## config.mk

```make
export PLATFORM = sky130hd
export DESIGN_NAME = lmmi_init_seq
export DESIGN_NICKNAME = d
export VERILOG_FILES = /design/src/rtl/lmmi_init_pkg.sv /design/src/rtl/lmmi_init_seq.sv
export SDC_FILE = /design/constraint.sdc
export NUM_CORES = 1
export LEC_CHECK = 0
export CAP_MARGIN = 20
export CORE_AREA = 2 2 63 110
export DETAILED_ROUTE_END_ITERATION = 16
export DIE_AREA = 0 0 65 112
export PLACE_DENSITY = 0.84
export SYNTH_ARGS = -nofsm -noshare
export SYNTH_HDL_FRONTEND = slang
export SYNTH_SLANG_ARGS = --single-unit
```

## constraint.sdc

```tcl
create_clock -name clk_i -period 4.65 [get_ports clk_i]
set_input_delay 0.6975 -clock clk_i [delete_from_list [all_inputs] [get_ports clk_i]]
set_output_delay 0.6975 -clock clk_i [all_outputs]
set_load 0.01 [all_outputs]
```

## src/rtl/lmmi_init_pkg.sv

```systemverilog
// Shared types and constants for the LMMI boot-time init sequencer and its ROM.
package lmmi_init_pkg;

  typedef enum logic [2:0] {
    ST_IDLE,
    ST_FETCH,
    ST_DECODE,
    ST_WR,
    ST_RD,
    ST_RWAIT,
    ST_DONE,
    ST_ERR
  } state_t;

  localparam logic [2:0] ERR_NONE    = 3'd0;
  localparam logic [2:0] ERR_TIMEOUT = 3'd1;
  localparam logic [2:0] ERR_VERIFY  = 3'd2;
  localparam logic [2:0] ERR_TGT     = 3'd3;
  localparam logic [2:0] ERR_LOCK    = 3'd4;

  localparam int unsigned LMMI_OFFSET_W = 5;
  localparam int unsigned LMMI_DATA_W   = 8;
  localparam int unsigned LMMI_IDX_W    = 5;
  localparam int unsigned TGT_W         = 2;
  localparam int unsigned ENTRY_W       = 2 + TGT_W + LMMI_OFFSET_W + LMMI_DATA_W;

  // Entry layout from MSB: last, verify, tgt, offset, data
  localparam int unsigned DATA_LSB   = 0;
  localparam int unsigned OFFSET_LSB = DATA_LSB + LMMI_DATA_W;
  localparam int unsigned TGT_LSB    = OFFSET_LSB + LMMI_OFFSET_W;
  localparam int unsigned VERIFY_BIT = TGT_LSB + TGT_W;
  localparam int unsigned LAST_BIT   = VERIFY_BIT + 1;

  localparam logic [1:0] TGT_DPHY_RX = 2'd0;
  localparam logic [1:0] TGT_DPHY_TX = 2'd1;
  localparam logic [1:0] TGT_I2C1    = 2'd2;
  localparam logic [1:0] TGT_I2C2    = 2'd3;

  typedef struct packed {
    logic                     last;
    logic                     verify;
    logic [TGT_W-1:0]         tgt;
    logic [LMMI_OFFSET_W-1:0] offset;
    logic [LMMI_DATA_W-1:0]   data;
  } entry_t;

  function automatic logic [ENTRY_W-1:0] mk_entry(input logic last, input logic verify,
                                                  input logic [TGT_W-1:0] tgt,
                                                  input logic [LMMI_OFFSET_W-1:0] offset,
                                                  input logic [LMMI_DATA_W-1:0] data);
    entry_t e;
    e.last   = last;
    e.verify = verify;
    e.tgt    = tgt;
    e.offset = offset;
    e.data   = data;
    return e;
  endfunction

endpackage

```

## src/rtl/lmmi_init_seq.sv

```systemverilog
// Boot-time LMMI configuration sequencer: walks the init ROM after PLL lock and
// issues one (optionally read-back verified) LMMI write per entry.
module lmmi_init_seq
  import lmmi_init_pkg::*;
#(
  parameter int unsigned NUM_TGT  = 4,
  parameter int unsigned OFFSET_W = 5,
  parameter int unsigned DATA_W   = 8,
  parameter int unsigned IDX_W    = 5,
  parameter int unsigned TIMEOUT  = 255
) (
  input  logic                                 clk_i,
  input  logic                                 rst_n_i,
  input  logic                                 pll_lock_i,
  input  logic                                 start_i,
  output logic [IDX_W-1:0]                     rom_addr_o,
  input  logic [2+TGT_W+OFFSET_W+DATA_W-1:0]   rom_data_i,
  output logic [NUM_TGT-1:0]                   lmmi_request_o,
  output logic                                 lmmi_wr_rdn_o,
  output logic [OFFSET_W-1:0]                  lmmi_offset_o,
  output logic [DATA_W-1:0]                    lmmi_wdata_o,
  input  logic [NUM_TGT-1:0]                   lmmi_ready_i,
  input  logic [NUM_TGT*DATA_W-1:0]            lmmi_rdata_i,
  input  logic [NUM_TGT-1:0]                   lmmi_rdata_valid_i,
  output logic                                 busy_o,
  output logic                                 done_o,
  output logic                                 error_o,
  output logic [2:0]                           err_code_o,
  output logic [IDX_W-1:0]                     err_idx_o
);

  localparam int unsigned SLOTS  = 2 ** TGT_W;
  localparam int unsigned RD_W   = SLOTS * DATA_W;
  localparam int unsigned CNT_W  = $clog2(TIMEOUT + 1);
  localparam int unsigned F_OFF  = DATA_W;
  localparam int unsigned F_TGT  = F_OFF + OFFSET_W;
  localparam int unsigned F_VER  = F_TGT + TGT_W;
  localparam int unsigned F_LAST = F_VER + 1;

  function automatic logic [SLOTS-1:0] tgt_ok_mask();
    logic [SLOTS-1:0] m;
    for (int unsigned i = 0; i < SLOTS; i++) m[i] = (i < NUM_TGT);
    return m;
  endfunction

  localparam logic [SLOTS-1:0] TGT_OK = tgt_ok_mask();

  state_t              state, state_nxt;
  logic [IDX_W-1:0]    idx, idx_nxt;
  logic [TGT_W-1:0]    tgt, tgt_nxt;
  logic                ver, ver_nxt;
  logic                last, last_nxt;
  logic [SLOTS-1:0]    req, req_nxt;
  logic                wr_rdn, wr_nxt;
  logic [OFFSET_W-1:0] offset, off_nxt;
  logic [DATA_W-1:0]   wdata, wd_nxt;
  logic [CNT_W-1:0]    cnt, cnt_nxt;
  logic                busy, busy_nxt;
  logic                done, error;
  logic [2:0]          code, code_nxt;
  logic [IDX_W-1:0]    eidx, eidx_nxt;

  logic [SLOTS-1:0]    ready_x, rvalid_x;
  logic [RD_W-1:0]     rdata_x;
  logic [TGT_W-1:0]    rom_tgt;
  logic                accepted, timeout, abort, adv;
  logic [2:0]          abort_code;

  // Pad per-target buses to the full tgt field range so any tgt value indexes safely
  assign ready_x  = SLOTS'(lmmi_ready_i);
  assign rvalid_x = SLOTS'(lmmi_rdata_valid_i);
  assign rdata_x  = RD_W'(lmmi_rdata_i);
  assign rom_tgt  = rom_data_i[F_TGT +: TGT_W];
  assign accepted = |(req & ready_x);
  assign timeout  = (cnt == CNT_W'(TIMEOUT - 1));

  always_comb begin
    state_nxt  = state;
    idx_nxt    = idx;
    tgt_nxt    = tgt;
    ver_nxt    = ver;
    last_nxt   = last;
    req_nxt    = req;
    wr_nxt     = wr_rdn;
    off_nxt    = offset;
    wd_nxt     = wdata;
    cnt_nxt    = cnt;
    code_nxt   = code;
    eidx_nxt   = eidx;
    abort      = 1'b0;
    abort_code = ERR_NONE;
    adv        = 1'b0;

    case (state)
      ST_IDLE, ST_DONE, ST_ERR: begin
        if (start_i && pll_lock_i) begin
          state_nxt = ST_FETCH;
          idx_nxt   = '0;
          code_nxt  = ERR_NONE;
          eidx_nxt  = '0;
        end
      end
      ST_FETCH: state_nxt = ST_DECODE;
      ST_DECODE: begin
        tgt_nxt  = rom_tgt;
        ver_nxt  = rom_data_i[F_VER];
        last_nxt = rom_data_i[F_LAST];
        if (!TGT_OK[rom_tgt]) begin
          abort      = 1'b1;
          abort_code = ERR_TGT;
        end else begin
          state_nxt = ST_WR;
          req_nxt   = SLOTS'(1) << rom_tgt;
          wr_nxt    = 1'b1;
          off_nxt   = rom_data_i[F_OFF +: OFFSET_W];
          wd_nxt    = rom_data_i[0 +: DATA_W];
          cnt_nxt   = '0;
        end
      end
      ST_WR: begin
        if (accepted) begin
          if (ver) begin
            state_nxt = ST_RD;
            wr_nxt    = 1'b0;
            cnt_nxt   = '0;
          end else begin
            adv = 1'b1;
          end
        end else if (timeout) begin
          abort      = 1'b1;
          abort_code = ERR_TIMEOUT;
        end else begin
          cnt_nxt = cnt + CNT_W'(1);
        end
      end
      ST_RD: begin
        if (accepted) begin
          state_nxt = ST_RWAIT;
          req_nxt   = '0;
          cnt_nxt   = '0;
        end else if (timeout) begin
          abort      = 1'b1;
          abort_code = ERR_TIMEOUT;
        end else begin
          cnt_nxt = cnt + CNT_W'(1);
        end
      end
      ST_RWAIT: begin
        if (rvalid_x[tgt]) begin
          if (rdata_x[tgt*DATA_W +: DATA_W] == wdata) begin
            adv = 1'b1;
          end else begin
            abort      = 1'b1;
            abort_code = ERR_VERIFY;
          end
        end else if (timeout) begin
          abort      = 1'b1;
          abort_code = ERR_TIMEOUT;
        end else begin
          cnt_nxt = cnt + CNT_W'(1);
        end
      end
      default: state_nxt = ST_IDLE;
    endcase

    // Lock loss overrides any ready/valid/timeout outcome in the same cycle
    if ((state inside {ST_FETCH, ST_DECODE, ST_WR, ST_RD, ST_RWAIT}) && !pll_lock_i) begin
      abort      = 1'b1;
      abort_code = ERR_LOCK;
      adv        = 1'b0;
    end

    if (adv) begin
      req_nxt = '0;
      if (last || (idx == '1)) begin
        state_nxt = ST_DONE;
      end else begin
        idx_nxt   = idx + IDX_W'(1);
        state_nxt = ST_FETCH;
      end
    end

    if (abort) begin
      state_nxt = ST_ERR;
      req_nxt   = '0;
      code_nxt  = abort_code;
      eidx_nxt  = idx;
    end

    busy_nxt = state_nxt inside {ST_FETCH, ST_DECODE, ST_WR, ST_RD, ST_RWAIT};
  end

  always_ff @(posedge clk_i or negedge rst_n_i) begin
    if (!rst_n_i) begin
      state  <= ST_IDLE;
      idx    <= '0;
      tgt    <= '0;
      ver    <= 1'b0;
      last   <= 1'b0;
      req    <= '0;
      wr_rdn <= 1'b0;
      offset <= '0;
      wdata  <= '0;
      cnt    <= '0;
      busy   <= 1'b0;
      done   <= 1'b0;
      error  <= 1'b0;
      code   <= ERR_NONE;
      eidx   <= '0;
    end else begin
      state  <= state_nxt;
      idx    <= idx_nxt;
      tgt    <= tgt_nxt;
      ver    <= ver_nxt;
      last   <= last_nxt;
      req    <= req_nxt;
      wr_rdn <= wr_nxt;
      offset <= off_nxt;
      wdata  <= wd_nxt;
      cnt    <= cnt_nxt;
      busy   <= busy_nxt;
      done   <= (state_nxt == ST_DONE);
      error  <= (state_nxt == ST_ERR);
      code   <= code_nxt;
      eidx   <= eidx_nxt;
    end
  end

  assign rom_addr_o     = idx;
  assign lmmi_request_o = NUM_TGT'(req);
  assign lmmi_wr_rdn_o  = wr_rdn;
  assign lmmi_offset_o  = offset;
  assign lmmi_wdata_o   = wdata;
  assign busy_o         = busy;
  assign done_o         = done;
  assign error_o        = error;
  assign err_code_o     = code;
  assign err_idx_o      = eidx;

endmodule

```

# Word-level counts from Yosys, hierarchy flattened
# Index checks and enable logic that the tools add are counted.
[op_classes]
n_shift = 2
n_eq_ne = 24
n_reduce_logical = 20
mux = 59
n_addsub = 2
n_bitwise = 1
magnitude_cmp = 2
[op_table]
columns = ["cell", "count"]
rows = [
  ["$mux 8", 6],
  ["$mux 3", 13],
  ["$mux 5", 7],
  ["$pmux 8 s4", 1],
  ["$shiftx 32x6->8", 1],
  ["$eq 3x3->1 const B", 8],
  ["$mux 1", 18],
  ["$mux 4", 4],
  ["$pmux 3 s5", 1],
  ["$eq 3x2->1 const B", 4],
  ["$reduce_bool 5->1", 2],
  ["$pmux 3 s3", 1],
  ["$add 8x1->8 const B", 1],
  ["$eq 8x8->1", 1],
  ["$eq 8x8->1 const B", 1],
  ["$ne 2x2->1 const B", 4],
  ["$ne 4x4->1 const B", 2],
  ["$pmux 4 s2", 1],
  ["$reduce_and 4->1", 2],
  ["$reduce_bool 4->1", 2],
  ["$eq 3x1->1 const B", 2],
  ["$lt 2x3->1 const B", 2],
  ["$reduce_bool 2->1", 3],
  ["$add 5x1->5 const B", 1],
  ["other kinds (17)", 22],
]
[word_totals]
ff_bits = 49
elab_cells = 125

# Longest topological paths before layout
# Gate-level depths: netlist of run 1.
[logic_depth]
ltp_word = 10
depth_mapped = 8
ltp_nobuf = 8

# Worst setup path before layout of run 1
# OpenSTA, ideal clock, no wires.
[synth_path]
kind = "input to register"
startpoint = "input lmmi_rdata_valid_i[3]"
endpoint = "register state[1]"
path_buffers = 0
setup_slack_ps = 2439
t_arrival_ps = 2085
cell_stages = 6
required_ps = 4524
path_cell_list = "mux4_2 > and2_1 > nand2_2 > nor2_2 > a31o_2 > a311o_1"
[synth_between]
elab_chain_len = 7
word_cells_on_any_way = 10
cone_classes = "mux (10)"
[synth_rtl]
columns = ["item", "line_no", "source"]
rows = [
  ["start, declared", "lmmi_init_seq.sv:24", "input logic [NUM_TGT-1:0] lmmi_rdata_valid_i,"],
  ["$bmux 1 s2 (*)", "lmmi_init_seq.sv:149", "if (rvalid_x[tgt]) begin"],
  ["$mux 1 (not written as such) (*)", "lmmi_init_seq.sv:149", ""],
  ["$mux 1", "lmmi_init_seq.sv:149", ""],
  ["$pmux 1 s2", "lmmi_init_seq.sv:94", "case (state)"],
  ["$mux 1", "lmmi_init_seq.sv:167", "if ((state inside {ST_FETCH, ST_DECODE, ST_WR, ST_RD, ST_RWAIT}) && !pll_lock_i) begin"],
  ["$mux 3", "lmmi_init_seq.sv:173", "if (adv) begin"],
  ["$mux 3 (*)", "lmmi_init_seq.sv:183", "if (abort) begin"],
  ["net state_nxt[1]", "lmmi_init_seq.sv:48", "state_t state, state_nxt;"],
  ["end signal, assigned", "lmmi_init_seq.sv:211", "state <= state_nxt;"],
  ["end, declared", "lmmi_init_seq.sv:48", ""],
]
# The timed path passes the listed nets; every way through them passes the cells marked *. The select of a mux whose other input is x is not followed.
# A chain may end at the register's enable or synchronous reset.

# Worst setup path in the final report of run 1
[layout_path]
startpoint = "input lmmi_rdata_i[31]"
endpoint = "register state[1]"
[layout_between]
elab_chain_len = 8
word_cells_on_any_way = 12
cone_classes = "eq/ne (1); shift (1); mux (10)"
[layout_rtl]
columns = ["item", "line_no", "source"]
rows = [
  ["start, declared", "lmmi_init_seq.sv:23", "input logic [NUM_TGT*DATA_W-1:0] lmmi_rdata_i,"],
  ["$shiftx 32x6->8 (*)", "lmmi_init_seq.sv:150", "if (rdata_x[tgt*DATA_W +: DATA_W] == wdata) begin"],
  ["$eq 8x8->1 (*)", "lmmi_init_seq.sv:150", ""],
  ["$mux 1", "lmmi_init_seq.sv:150", ""],
  ["$mux 1", "lmmi_init_seq.sv:149", ""],
  ["$pmux 1 s2", "lmmi_init_seq.sv:94", ""],
  ["$mux 1", "lmmi_init_seq.sv:167", ""],
  ["$mux 3", "lmmi_init_seq.sv:173", ""],
  ["$mux 3 (*)", "lmmi_init_seq.sv:183", ""],
  ["net state_nxt[1]", "lmmi_init_seq.sv:48", ""],
]
# The timed path passes the listed nets; every way through them passes the cells marked *.

==> flow_summary.ini, run 1 <==
[run_status]
outcome = completed

[floorplanning]
die_y_microns = 112
start_util = 0.439
die_w_microns = 65
rows = 39
coreArea_sq_um = 6390
dieArea_sq_um = 7280
ios = 95

[timing]
rsz0062_at_grt = false
skew_ns = 0.00686
tightest_slew_ns = 0.948
period_needed_ns = 2.79
setup_viol = 0
fmax_ghz = 0.358
slew_violations = 0
fin_hold_ws_ns = 0.510
tns_ns = 0
setup_ws_ns = 1.86
hold_violations = 0
fin_crit_sh = 0.601
relSlewSlack = 0.365

[grt]
antenna_found_initial = 0
grt.overflow.total = 0
grt_usage = 0.207
first_global_vias = 2538
grt_first_pass_wirelength_microns = 11700
grt_max_degree = 50

[power]
p_switching_uw = 722
ir_drop_uv = 309
p_int_mw = 1.30
p_comb_frac = 0.444
finalPower_mw = 2.02
switching_share = 0.357
cellPowerDensity_nw_per_um2 = 511
pwr-share-clk = 0.203
leakagePower_nw = 1.66
seqPwrFrac = 0.353

[cts]
cts_resized = 0
cts_buffer_depth = 2
clkTransAtPathRegs_ns = 0.07
postCtsHoldBufs = 0
numClockSinks = 49
clockRootBuffer = clkbuf_16
cts_setup_buffers = 0
htree_levels = 2
cts_made_buffers = 5
tritoncts = done
clk_latency_ns = 0.29

[critical_path]
crit_fanout = 14
worstSetupPathType = in2reg
r2r-end = state[1]
rr_worst_depth = 6
timing.rr.start = tgt[0]
regToRegSetupSlack_ns = 1.86
worst_ep_required_time_ns = 4.81
critPathLaunchType = input port
worstPathArrival_ns = 2.96
cp-end-kind = flop

[route]
drtIter0Drc = 94
drtPass1Iterations = 4
wirelength_microns = 7020
vias = 2385
drtAntennaViolNets = 0
drcViolationCount = 0
avgViaCountPerCell = 5.48
post_drt_wl_per_cell_microns = 16.1

[yosys]
async_reset_ff_frac = 1.00
syn-mean-instance-area_sq_um = 10.7
synth_seq_cells = 49
yosys_warnings = 0
yosysUniqueCellTypes = 51
synth_edf_count = 0
synth_area_sq_um = 2810
synth_fp_nets = 327
seq_area_frac_synth = 0.437
syn_inst = 262
yosys_most_used_dff = dfrtp_1

[placement]
portBuffers = 94
place.gp.congestion = 0.916
hpwlAfterDp_microns = 5360
placed_area_sq_um = 3780
pre_cts_ws_ns = 1.56
dp.cells = 427

[finish]
fin_cells = 435
stdcell_area_sq_um = 3950
finish.utilization = 0.618
most-common-layout-cells = 93 x clkdlybuf4s50_1, 49 x dfrtp_1, 28 x nand2_1
nets = 417
area_growth_syn_to_layout_pct = 40.9
mostFrequentLayoutCell = clkdlybuf4s50_1
drive_above_1_share = 0.144
diodes = 0

[hold_path]
hold_path_class = in2async

[run]
drv_cap = 0
cells by family (layout without fill, tap and decap cells):
group                      Yosys count  after routing  synth area share
and+or+nand+nor                     87             87             0.161
xor gates and xnor gates             8              8            0.0250
muxes                               34             34             0.168
adders and majority gates            4              4            0.0178
AOI/OAI and AO/OA                   56             56             0.149
DFF                                 49             49             0.437
buffers and inverters               24            115            0.0419
cell usage after synthesis, drive strengths merged, types with 4 or more instances:
library cell	number	area share
and3	7	0.016
a21oi	17	0.030
nor2	12	0.020
mux4	9	0.072
dfrtp	49	0.44
clkbuf	6	0.0085
a31oi	4	0.011
inv	12	0.016
mux2i	10	0.036
nand4	7	0.016
nor3	8	0.021
nand3	11	0.020
mux2	15	0.060
ha	4	0.018
nand2	29	0.040
xnor2	8	0.025
o21ai	7	0.012
buf	6	0.017
a41oi	4	0.012
power by group through the flow:
stage                     logic, mW  registers [mW]  clock network (mW)
final                         0.898           0.713               0.410
after global routing          0.981           0.735               0.433
after CTS                     0.905           0.712               0.418
after detailed placement      0.897           0.719                   0
after global placement        0.875           0.710                   0
after floorplan               0.624           0.672                   0
worst max-delay path by stage:
stage                     slack [ns]                   from       end
after floorplan                 2.44  lmmi_rdata_valid_i[3]  state[1]
after global placement          1.63       lmmi_rdata_i[27]  state[1]
after detailed placement        1.56       lmmi_rdata_i[31]  state[1]
after CTS                       1.83                 tgt[0]  state[1]
after global routing            1.66                 tgt[0]  state[1]
final                           1.86       lmmi_rdata_i[31]  state[1]
metal layers:
layer,wire (microns),global-route usage,up-vias
met2,4030,0.383,54
li1,-,-,1140
met5,0,0,-
met3,189,0.0253,16
met1,2590,0.229,1175
met4,213,0.0894,0
flip-flops by register name (all words and copies together) (netlist names):
register / cells
rom_addr_o: 5
lmmi_wdata_o: 8
error_o: 1
lmmi_request_o: 4
last: 1
busy_o: 1
ver: 1
err_idx_o: 5
cnt: 8
done_o: 1
lmmi_wr_rdn_o: 1
err_code_o: 3
state: 3
lmmi_offset_o: 5
tgt: 2
area by class of cell:
cell class / instances / area (sq um)
Clock buffer: 5 / 125
Clock inverter: 3 / 46.3
Fill cell: 525 / 2440
Inverter: 12 / 45.0
Multi-Input combinational cell: 189 / 1460
Sequential cell: 49 / 1230
Tap cell: 82 / 103
Timing Repair Buffer: 95 / 943
critical path: stages:
cell and delay [ns]:
clkdlybuf4s50_1 0.42, mux4_2 0.49, xnor2_1 0.17, nand4_1 0.17, nor2_4 0.35, o211ai_4 0.26, a311o_1 0.40
(Power assumes the default switching activity.)
==> inputs of run 2 (changes only) <==
==> constraint.sdc (replaced) <==
create_clock -name clk_i -period 2.8 [get_ports clk_i]
set_input_delay 0.42 -clock clk_i [delete_from_list [all_inputs] [get_ports clk_i]]
set_output_delay 0.42 -clock clk_i [all_outputs]
set_load 0.01 [all_outputs]
==> run 2 against run 1 <==
  * Worst hold slack got worse by 0.42 ns
  * Highest routed layer unchanged
  * Critical path type is now reg2reg
  * Global-route usage rose by 0.75 points
  * Count of clock-buffer cells in the layout rose by 2
  * Largest power group unchanged
==> flow_summary.ini, run 2 (synthesis results as in run 1) <==
[run_status]
outcome = completed

[floorplanning]
start_util = 0.439
dieArea_sq_um = 7280
rows = 39
coreArea_sq_um = 6390
ios = 95
die_w_microns = 65
die_y_microns = 112

[critical_path]
worstSetupPathType = reg2reg
cp-end-kind = flop
cp-startpoint = tgt[0]
worstPathArrival_ns = 2.53
critPathLaunchType = flop
crit_fanout = 10
rr_worst_depth = 8
worst_ep_required_time_ns = 3.01
timing.rr.start = tgt[0]

[finish]
most-common-layout-cells = 93 x clkdlybuf4s50_1, 49 x dfrtp_1, 28 x nand2_1
drive_above_1_share = 0.156
diodes = 0
nets = 423
mostFrequentLayoutCell = clkdlybuf4s50_1
fillers = 505
area_growth_syn_to_layout_pct = 43.0

[timing]
relSlewSlack = 0.587
skew_ns = 0.00234
rsz0062_at_grt = false
slew_violations = 0
setup_viol = 0
period_needed_ns = 2.32
tns_ns = 0
hold_violations = 0
fin_crit_sh = 0.827
fmax_ghz = 0.432
tightest_slew_ns = 0.618

[route]
avgViaCountPerCell = 5.55
post_drt_wl_per_cell_microns = 16.6
vias = 2446
drtPass1Iterations = 4
wirelength_microns = 7340
top_layer_used = met4
met1_length_microns = 2650
wl_met2_microns = 4190
drcViolationCount = 0
dr_wl_met3_microns = 233
drtIter0Drc = 105
drtAntennaViolNets = 0

[cts]
cts_resized = 0
htree_levels = 2
clk_latency_ns = 0.29
cts_buffer_depth = 2
cts_made_buffers = 5
numClockSinks = 49
postCtsHoldBufs = 0
clockRootBuffer = clkbuf_16
tritoncts = done
clkTransAtPathRegs_ns = 0.06
cts_setup_buffers = 0

[hold_path]
hold_path_class = in2async

[grt]
first_global_vias = 2548
grt_usage = 0.214
grt_first_pass_wirelength_microns = 12000
antenna_found_initial = 0
grt.overflow.total = 0
grt_max_degree = 28

[placement]
hpwlAfterDp_microns = 5700
place.gp.congestion = 0.910
portBuffers = 94

[run]
drv_cap = 0

[power]
leakagePower_nw = 1.70
finalPower_mw = 3.44
ir_drop_uv = 739
cellPowerDensity_nw_per_um2 = 858
[run 2: cell types whose count changed in the layout (fill, tap and decap cells not counted), sizes merged]
cell / delta
buf: +6
clkbuf: +2
clkinv: -1
clkinvlp: -1
[run 2: path summary, 6_finish.rpt]
kind                                         end  slack, ns
min in group clk_i                 lmmi_wr_rdn_o       0.50
worst max-delay path                err_idx_o[4]       0.48
worst min-delay path            lmmi_offset_o[4]       0.09
max in group asynchronous                 tgt[1]       1.95
worst max register to register      err_idx_o[4]       0.48
worst min register to register     lmmi_wr_rdn_o       0.50
[run 2: metal layers]
metal	track usage	vias up
li1	-	1153
met3	0.0354	22
met5	0	-
met2	0.391	75
met1	0.229	1196
met4	0.109	0
[run 2: through the flow]
step | utilization | hold slack, ns | instances | setup WS [ns] | instance area (sq um)
4_1_cts | 0.628 | 0.113 | 441 | 0.448 | 4010
3_3_place_gp | 0.601 | 0.419 | 433 | 0.277 | 3840
2_1_floorplan | - | 0.124 | 262 | 0.753 | 2810
5_1_grt | 0.628 | 0.138 | 441 | 0.314 | 4010
3_5_place_dp | 0.601 | 0.422 | 433 | 0.231 | 3840
6_report | 0.628 | 0.0936 | 441 | 0.484 | 4010
[run 2: power breakdown]
part           switching [mW]  internal, mW  total (mW)
registers               0.235         0.915        1.15
logic                   0.727         0.867        1.59
clock network           0.254         0.446       0.700
total                    1.22          2.23        3.44
[run 2: area by class of cell]
cell class | count | area [sq um] | share of cell area
Inverter | 12 | 45.0 | 0.0112
Multi-Input combinational cell | 189 | 1460 | 0.365
Clock inverter | 1 | 30.0 | 0.00749
Sequential cell | 49 | 1230 | 0.306
Timing Repair Buffer | 101 | 1000 | 0.250
Tap cell | 82 | 103 | 0.0256
Clock buffer | 7 | 143 | 0.0356
[run 2: worst max-delay path, cell delays in order (launching register included)]
cell	delay (ns)
dfrtp_1	0.32
buf_4	0.22
mux4_2	0.54
xnor2_1	0.15
nand4_1	0.14
nor2_4	0.07
o211ai_4	0.33
buf_4	0.25
mux2i_1	0.21
==> inputs of run 3 (changes only) <==
--- a/config.mk
+++ b/config.mk
@@ -6,10 +6,10 @@
 export NUM_CORES = 1
 export LEC_CHECK = 0
 export CAP_MARGIN = 20
-export CORE_AREA = 2 2 63 110
+export CORE_AREA = 2 2 66 115
 export DETAILED_ROUTE_END_ITERATION = 16
-export DIE_AREA = 0 0 65 112
-export PLACE_DENSITY = 0.84
+export DIE_AREA = 0 0 68 117
+export PLACE_DENSITY = 0.81
 export SYNTH_ARGS = -nofsm -noshare
 export SYNTH_HDL_FRONTEND = slang
 export SYNTH_SLANG_ARGS = --single-unit
==> constraint.sdc (replaced) <==
create_clock -name clk_i -period 2.13 [get_ports clk_i]
set_input_delay 0.3195 -clock clk_i [delete_from_list [all_inputs] [get_ports clk_i]]
set_output_delay 0.3195 -clock clk_i [all_outputs]
set_load 0.01 [all_outputs]
==> run 3 against run 2 <==
  * The flow now finishes with violations (negative setup slack)
  * Worst hold slack gained 0.028 ns
  * Final cell count grew 5.9%
  * Highest routed layer unchanged
  * Utilization shrank 2.7 points
  * Combinational power grew 50%
  * Largest power group unchanged
  * Setup slack lost 0.60 ns
  * Register-to-register slack lost 0.60 ns
  * Wire length grew 0.80%
  * Clock skew grew 0.0057 ns
==> flow_summary.ini, run 3 (synthesis results as in run 1) <==
[run_status]
failed_checks = negative setup slack
outcome = finished, violations left

[route]
drcViolationCount = 0
drtIter0Drc = 131
drtAntennaViolNets = 0
post_drt_wl_per_cell_microns = 15.8
avgViaCountPerCell = 5.38
vias = 2513
wirelength_microns = 7400
drtPass1Iterations = 4

[floorplanning]
dieArea_sq_um = 7960
die_w_microns = 68
coreArea_sq_um = 7080
die_y_microns = 117
start_util = 0.396
rows = 41
ios = 95

[finish]
most-common-layout-cells = 93 x clkdlybuf4s50_1, 48 x dfrtp_1, 28 x nand2_1
mostFrequentLayoutCell = clkdlybuf4s50_1
fin_cells = 467
drive_above_1_share = 0.228
area_growth_syn_to_layout_pct = 51.5
fillers = 574
diodes = 0
stdcell_area_sq_um = 4250
nets = 445

[cts]
htree_levels = 2
clockRootBuffer = clkbuf_16
postCtsHoldBufs = 0
tritoncts = done
clk_latency_ns = 0.29
cts_buffer_depth = 2
numClockSinks = 49
clkTransAtPathRegs_ns = 0.07
cts_made_buffers = 5

[power]
ir_drop_uv = 718
p_switching_mw = 1.66
p_comb_frac = 0.503
cellPowerDensity_nw_per_um2 = 1110
pwr-share-clk = 0.176
switching_share = 0.351
seqPwrFrac = 0.321
p_int_mw = 3.07
leakagePower_nw = 1.83

[grt]
grt.overflow.total = 0
antenna_found_initial = 0
grt_usage = 0.201
grt_max_degree = 50
grt_first_pass_wirelength_microns = 12200
first_global_vias = 2589

[critical_path]
rr_worst_depth = 9
worst_ep_required_time_ns = 2.31
worstPathArrival_ns = 2.43
cp_num_cells = 9
r2r-end = state[2]
cp_num_buf_inv = 3
crit_path_cell_trace = buf_12, mux4_2, xnor2_2, nand4_1, nor2_4, buf_6, buf_4, a211o_1, a21o_1
regToRegSetupSlack_ns = -0.12
critPathMaxStageDelay_ns = 0.52
worstSetupPathType = reg2reg
crit_slowest_cell = mux4_2
timing.rr.start = tgt[0]
critPathTopFamily = multiplexers
critPathLaunchType = flop
crit_fanout = 7
cp-end-kind = flop

[timing]
tns_ns = -0.815
rsz0062_at_grt = true
slew_violations = 0
fin_crit_sh = 1.06
fmax_ghz = 0.445
tightest_slew_ns = 0.633
setup_viol = 19
period_needed_ns = 2.25
hold_violations = 0
setup_ws_ns = -0.120
skew_ns = 0.00802
relSlewSlack = 0.578

[placement]
place.gp.congestion = 0.853
dp.cells = 454
hpwlAfterDp_microns = 5610
portBuffers = 94
placed_area_sq_um = 3970

[run]
drv_cap = 0

[hold_path]
hold_path_class = in2async
run 3: cell types whose count changed in the layout (fill, tap and decap cells not counted), sizes merged:
cell | previous run | this run
buf | 8 | 29
bufinv | 1 | 0
clkbuf | 7 | 8
clkinv | 0 | 1
run 3: cell type report:
class / count / area [sq um] / share of cell area
Multi-Input combinational cell: 189 / 1510 / 0.355
Timing Repair Buffer: 123 / 1200 / 0.283
Inverter: 12 / 45.0 / 0.0106
Clock inverter: 1 / 5.00 / 0.00118
Sequential cell: 49 / 1230 / 0.289
Tap cell: 86 / 108 / 0.0253
Clock buffer: 7 / 153 / 0.0359
run 3: metrics by stage:
step / hold WS, ns / total power [mW] / setup slack [ns] / util
after floorplan: 0.0239 / 2.83 / 0.0832 / -
after global placement: 0.463 / 3.68 / -0.241 / 0.561
after detailed placement: 0.467 / 3.74 / -0.281 / 0.561
after CTS: 0.159 / 4.61 / -0.104 / 0.587
after global routing: 0.191 / 5.02 / -0.200 / 0.600
final: 0.122 / 4.73 / -0.120 / 0.600
run 3: worst reg2reg max path, delay by kind of cell (launching register included):
kind                      cells  cell delay, ns
buffers and inverters         3            0.39
muxes                         1            0.52
xor gates and xnor gates      1            0.15
DFF                           1            0.41
and+or+nand+nor               2            0.23
AOI/OAI and AO/OA             2            0.43
run 3: worst max-delay path by stage:
stage	startpoint	slack, ns	end
after floorplan	tgt[0]	0.08	state[1]
after global placement	lmmi_rdata_i[1]	-0.24	state[1]
after detailed placement	lmmi_rdata_i[1]	-0.28	state[1]
after CTS	tgt[0]	-0.10	state[1]
after global routing	tgt[0]	-0.20	state[1]
final	tgt[0]	-0.12	state[2]
run 3: routing by layer:
layer | vias up | routed length (microns) | track usage
met5 | - | 0 | 0
met4 | 0 | 229 | 0.0987
met3 | 19 | 215 | 0.0296
met2 | 59 | 4250 | 0.357
met1 | 1241 | 2700 | 0.229
li1 | 1194 | - | -
run 3: power groups by stage:
stage	Sequential, mW	Combinational [mW]	Clock [mW]
2_1_floorplan	1.47	1.36	0
6_report	1.52	2.38	0.831
3_3_place_gp	1.50	2.18	0
4_1_cts	1.50	2.26	0.846
3_5_place_dp	1.51	2.23	0
5_1_grt	1.56	2.58	0.878
run 3: what timing repair did:
action / CTS / global route
pin swaps: 0 / 9
gates cloned: 0 / 1
buffers inserted: 0 / 4
setup endpoints to repair: 17 / 25
resized for setup: 4 / 10
